`src/rtl/smart_room_multi.sv`:
```
// Occupancy and energy controller for a room with several doors: edge-detected
// entry/exit sensors feed a clamped people count, which drives LEDs, flags and an energy accumulator.
module smart_room_multi #(
  parameter int NUM_DOORS   = 2,
  parameter int CNT_W       = 5,
  parameter int MAX_PEOPLE  = 15,
  parameter int FULL_THRESH = 11,
  parameter int FAN_THRESH  = 4,
  parameter int ENERGY_W    = 8,
  parameter int DIV_W       = 6,
  parameter int LED_W       = 4
) (
  input  logic                 clk,
  input  logic                 reset,
  input  logic [NUM_DOORS-1:0] enter,
  input  logic [NUM_DOORS-1:0] exit_s,
  input  logic                 energy_clr,
  input  logic                 err_clr,
  output logic [CNT_W-1:0]     people_count,
  output logic [ENERGY_W-1:0]  energy,
  output logic [LED_W-1:0]     green_leds,
  output logic [LED_W-1:0]     red_leds,
  output logic                 room_full,
  output logic                 room_empty,
  output logic                 overflow_err,
  output logic                 underflow_err,
  output logic                 energy_sat
);

  localparam int SW = CNT_W + 2;
  localparam int EW = ((ENERGY_W > CNT_W) ? ENERGY_W : CNT_W) + 1;
  localparam int HW = ((LED_W > CNT_W) ? LED_W : CNT_W) + 1;

  localparam logic signed [SW-1:0] MAX_S    = SW'(MAX_PEOPLE);
  localparam logic [CNT_W-1:0]     MAX_C    = CNT_W'(MAX_PEOPLE);
  localparam logic [CNT_W-1:0]     FULL_C   = CNT_W'(FULL_THRESH);
  localparam logic [CNT_W-1:0]     FAN_C    = CNT_W'(FAN_THRESH);
  localparam logic [EW-1:0]        E_MAX    = EW'({ENERGY_W{1'b1}});
  localparam logic [HW-1:0]        LED_MAX  = HW'({LED_W{1'b1}});

  logic [NUM_DOORS-1:0] enter_q, exit_q;
  logic [NUM_DOORS-1:0] in_ev, out_ev;
  logic [CNT_W-1:0]     count_q, count_d;
  logic [ENERGY_W-1:0]  energy_q, energy_d;
  logic [DIV_W-1:0]     div_q;
  logic                 ovf_q, ovf_d, unf_q, unf_d, sat_q, sat_d;
  logic [SW-1:0]        ins, outs;
  logic signed [SW-1:0] sum;
  logic [EW-1:0]        e_sum;
  logic [HW-1:0]        half_ext;
  logic                 tick;

  genvar gi;
  generate
    for (gi = 0; gi < NUM_DOORS; gi++) begin : g_edge
      assign in_ev[gi]  = enter[gi]  & ~enter_q[gi];
      assign out_ev[gi] = exit_s[gi] & ~exit_q[gi];
    end
  endgenerate

  always_comb begin
    ins  = '0;
    outs = '0;
    for (int i = 0; i < NUM_DOORS; i++) begin
      ins  = ins  + SW'(in_ev[i]);
      outs = outs + SW'(out_ev[i]);
    end
  end

  // Signed headroom of two bits lets the clamp see both overshoot and undershoot.
  always_comb begin
    sum     = signed'({2'b00, count_q}) + signed'(ins) - signed'(outs);
    count_d = sum[CNT_W-1:0];
    ovf_d   = ovf_q & ~err_clr;
    unf_d   = unf_q & ~err_clr;
    if (sum[SW-1]) begin
      count_d = '0;
      unf_d   = 1'b1;
    end else if (sum > MAX_S) begin
      count_d = MAX_C;
      ovf_d   = 1'b1;
    end
  end

  assign tick  = &div_q;
  assign e_sum = EW'(energy_q) + EW'(count_q);

  always_comb begin
    energy_d = energy_q;
    sat_d    = sat_q;
    if (energy_clr) begin
      energy_d = '0;
      sat_d    = 1'b0;
    end else if (tick) begin
      if (e_sum > E_MAX) begin
        energy_d = {ENERGY_W{1'b1}};
        sat_d    = 1'b1;
      end else begin
        energy_d = e_sum[ENERGY_W-1:0];
      end
    end
  end

  always_ff @(posedge clk) begin
    // Sensor history tracks inputs even in reset so a held sensor is not an event.
    enter_q <= enter;
    exit_q  <= exit_s;
    if (reset) begin
      count_q  <= '0;
      energy_q <= '0;
      div_q    <= '0;
      ovf_q    <= 1'b0;
      unf_q    <= 1'b0;
      sat_q    <= 1'b0;
    end else begin
      count_q  <= count_d;
      energy_q <= energy_d;
      div_q    <= div_q + 1'b1;
      ovf_q    <= ovf_d;
      unf_q    <= unf_d;
      sat_q    <= sat_d;
    end
  end

  always_comb begin
    half_ext = HW'(count_q >> 1);
    if (half_ext > LED_MAX) green_leds = '1;
    else                    green_leds = half_ext[LED_W-1:0];
    red_leds = (count_q >= FAN_C) ? green_leds : '0;
  end

  assign people_count  = count_q;
  assign energy        = energy_q;
  assign room_full     = (count_q >= FULL_C);
  assign room_empty    = (count_q == '0);
  assign overflow_err  = ovf_q;
  assign underflow_err = unf_q;
  assign energy_sat    = sat_q;

endmodule

```
`config.mk`:
```
export PLATFORM = sky130hd
export DESIGN_NAME = smart_room_multi
export DESIGN_NICKNAME = d
export VERILOG_FILES = /design/src/rtl/smart_room_multi.sv
export SDC_FILE = /design/constraint.sdc
export NUM_CORES = 1
export LEC_CHECK = 0
export CAP_MARGIN = 20
export CORE_ASPECT_RATIO = 0.8
export CORE_MARGIN = 1
export CORE_UTILIZATION = 45
export CTS_BUF_LIST = sky130_fd_sc_hd__clkbuf_4 sky130_fd_sc_hd__clkbuf_8
export DETAILED_ROUTE_END_ITERATION = 8
export PLACE_DENSITY = 0.69
export RECOVER_POWER = 100
export SETUP_SLACK_MARGIN = 0.5
export SLEW_MARGIN = 30
export SYNTH_ARGS = -nofsm -noshare
export SYNTH_HDL_FRONTEND = slang
export SYNTH_SLANG_ARGS = --single-unit
export TNS_END_PERCENT = 30
```
`constraint.sdc`:
```
create_clock -name clk -period 3.8 [get_ports clk]
set_input_delay 0.38 -clock clk [delete_from_list [all_inputs] [get_ports clk]]
set_output_delay 0.38 -clock clk [all_outputs]
set_load 0.01 [all_outputs]
```
==> metrics.md <==
| Metric | Value |
|---|---|
| Area Growth Syn to Fin | `25.3%` |
| Final setup fails | `0` |
| Die X | `67.7 µm` |
| RSZ-0062 raised after global routing | `false` |
| IO buf count | `33` |
| Netlist cell types | `48` |
| Ant. Diodes | `0` |
| Int Pwr | `0.000641 W` |
| Maximum clock rate | `0.300 GHz` |
| Mapped Nets | `196` |
| Worst EP required | `4000 ps` |
| Mapped Cells | `169` |
| CTS tree | `yes` |
| Final hold vios | `0` |
| Routability cong. | `0.787` |
| Mapped cell area | `1550 µm²` |
| Overflow after GRT | `0` |
| CP Class | `primary input to flip-flop` |
| Clock root buffer | `clkbuf_8` |
| Initial antenna violation count | `0` |
| Util after Layout | `61.2%` |
| IO Count | `34` |
| H-Tree Depth | `1` |
| CTS Sinks | `26` |
| Die Ht | `54.5 µm` |
| Crit path DAT | `3530 ps` |
| Post-Route WL | `3370 µm` |
| Global-route wire length before repair | `5380 µm` |
| Sequential share of power | `34.2%` |
| Switching portion of total power | `39.5%` |
| Hold slack | `447 ps` |
| Commonest non-fill, non-tap cell in the layout | `dlygate4sd3_1` |
| Initial Util | `48.9%` |
| Number of flops mapped to enable cells by yosys | `0` |
| Maximum VDD drop | `318 µV` |
| Final #Nets | `226` |
| Avg Inst Size Synth | `9.18 µm²` |
| Logic pwr share | `49.1%` |
| Num rows | `18` |
| Status | `complete, no violations` |
| Die area | `3690 µm²` |
| Min-Delay Path Class | `flip-flop to flip-flop` |
| Measured slew at the worst slew-check pin | `786 ps` |
| Slew margin rel. | `47.4%` |
| Antenna-violating nets left | `0` |
| DR iter-0 viols | `56` |
| HPWL after DPL | `2500 µm` |
| Primary FF master, synth | `dfxtp_1` |
| Most frequent cells in the layout | `dlygate4sd3_1 (31), dfxtp_1 (26), ha_1 (15), a21oi_1 (12)` |
| Met3 wire len | `147 µm` |
| Total power draw | `0.00106 W` |
| Drt pass-1 iters | `4` |
| Synth Warn # | `0` |
| CP endpoint kind | `flip-flop` |
| Worst-path clk slew | `90 ps` |
| # hold bufs at CTS | `0` |
| Switching pwr | `0.000419 W` |
| Max Cap Viol | `0` |
| Clock share of power | `16.7%` |
| Setup TNS | `0 ps` |
| Drt drc | `0` |
| Drt wl/cell | `14.2 µm` |
| Core area | `3180 µm²` |
| Insertion delay to the later sink of the worst-skew pair | `270 ps` |
| Pin count of the biggest net entering global routing | `15` |
| CTS max path bufs | `2` |
| Async S/R FF share, synth | `0%` |
| Met1 WL | `1620 µm` |
| Clock skew | `3.12 ps` |
| CP max FO | `4` |
| PwrDens | `545 nW/µm²` |
| Highest metal used | `met4` |
| Startpoint Class | `primary input` |
| Final Max Slew Viols | `0` |
| Vias in the first global route | `1,202` |
| Register area share after synthesis | `33.5%` |
| Pleak | `0.832 nW` |
| Final Cycle Share | `87.6%` |
| Vias | `1,307` |
| Fillers | `267` |
| Number of synthesized register bits | `26` |
| Global Route Usage Sum | `19.9%` |
| Met2 WL post-DR | `1580 µm` |
| Total CTS buffers | `3` |
| Min cycle time layout | `3330 ps` |
| DR vias/cell | `5.49` |
| Layout cells sized above 1 | `5.56%` |
## logic make-up (layout without fill, tap and decap cells)
group | after synthesis | after routing | share of synthesized area [%]
simple gates | 53 | 53 | 18.8
compound gates | 42 | 42 | 19.9
flops | 26 | 26 | 33.5
buf+inv | 22 | 51 | 6.85
fa+ha+maj | 19 | 19 | 17.3
xor+xnor | 6 | 6 | 3.39
other cells | 1 | 1 | 0.242
## area by class of cell
type	instances	area, µm²	share of cell area, %
repair buffers	34	338	17.4
well taps	40	50.0	2.57
multi-input cells	121	932	47.9
flip-flops and latches	26	520	26.8
clock buffers	4	55.1	2.83
inverters	13	48.8	2.51
## final timing paths
kind / endpoint / from / slack [ps] / cells past startpoint
min reg2reg: overflow_err$_SDFF_PP0_ / overflow_err$_SDFF_PP0_ / 450 / 2
min: overflow_err$_SDFF_PP0_ / overflow_err$_SDFF_PP0_ / 450 / 2
max reg2reg: people_count[2]$_SDFF_PP0_ / enter_q[0]$_DFF_P_ / 780 / 12
max: people_count[2]$_SDFF_PP0_ / exit_s[1] / 470 / 13
## power by group through the flow
| stage | sequential [W] | combinational (W) | clock (W) |
|---|---|---|---|
| global route | 0.000367 | 0.000581 | 0.000196 |
| global placement | 0.000371 | 0.000520 | 0 |
| finish | 0.000363 | 0.000521 | 0.000177 |
| floorplan | 0.000366 | 0.000343 | 0 |
| detailed placement | 0.000371 | 0.000529 | 0 |
| CTS | 0.000366 | 0.000535 | 0.000182 |
## state kept, by name (all words and copies together), names as in the netlist
register       count
div_q              6
overflow_err       1
people_count       5
enter_q            2
underflow_err      1
energy             8
exit_q             2
energy_sat         1
## worst max-delay path, cell delays in order
cell and delay (ps):
dlygate4sd3_1 560, nor2b_1 150, fa_1 460, fa_1 400, inv_1 70, ha_1 170
inv_1 60, fa_1 440, o21bai_1 180, nor4b_1 90, a311oi_1 270, o21ai_2 130
a21oi_1 170
## synthesized netlist by cell type, drive strengths merged (3+ instances only)
master,n,area (µm²)
o221a,5,56.3
a211oi,3,22.5
ha,15,188
nand2,8,30.0
clkbuf,3,11.3
nor2b,3,18.8
buf,6,46.3
o21ai,5,28.8
xor2,3,26.3
inv,13,48.8
xnor2,3,26.3
nor2,11,41.3
fa,4,80.1
nand2b,7,43.8
a21oi,12,60.1
dfxtp,26,521
and3,4,26.3
a31oi,3,18.8
nand3,5,25.0
## per-layer routing
metal	track usage, %	vias up
met1	26.7	609
met4	4.96	0
met3	5.00	2
met5	0	-
met2	32.0	28
li1	-	668
## metrics by stage
step / instance area (µm²) / setup WS, ps / cells
after floorplan: 1550 / 949 / 169
after global placement: 1870 / 375 / 233
after detailed placement: 1870 / 234 / 233
after CTS: 1930 / 509 / 237
after global routing: 1940 / 255 / 238
final: 1940 / 471 / 238
## repair_timing
action                     CTS  global route
resized for setup            0             6
setup endpoints to repair    0             5
buffers inserted             0             1
(Power assumes the default switching activity.)
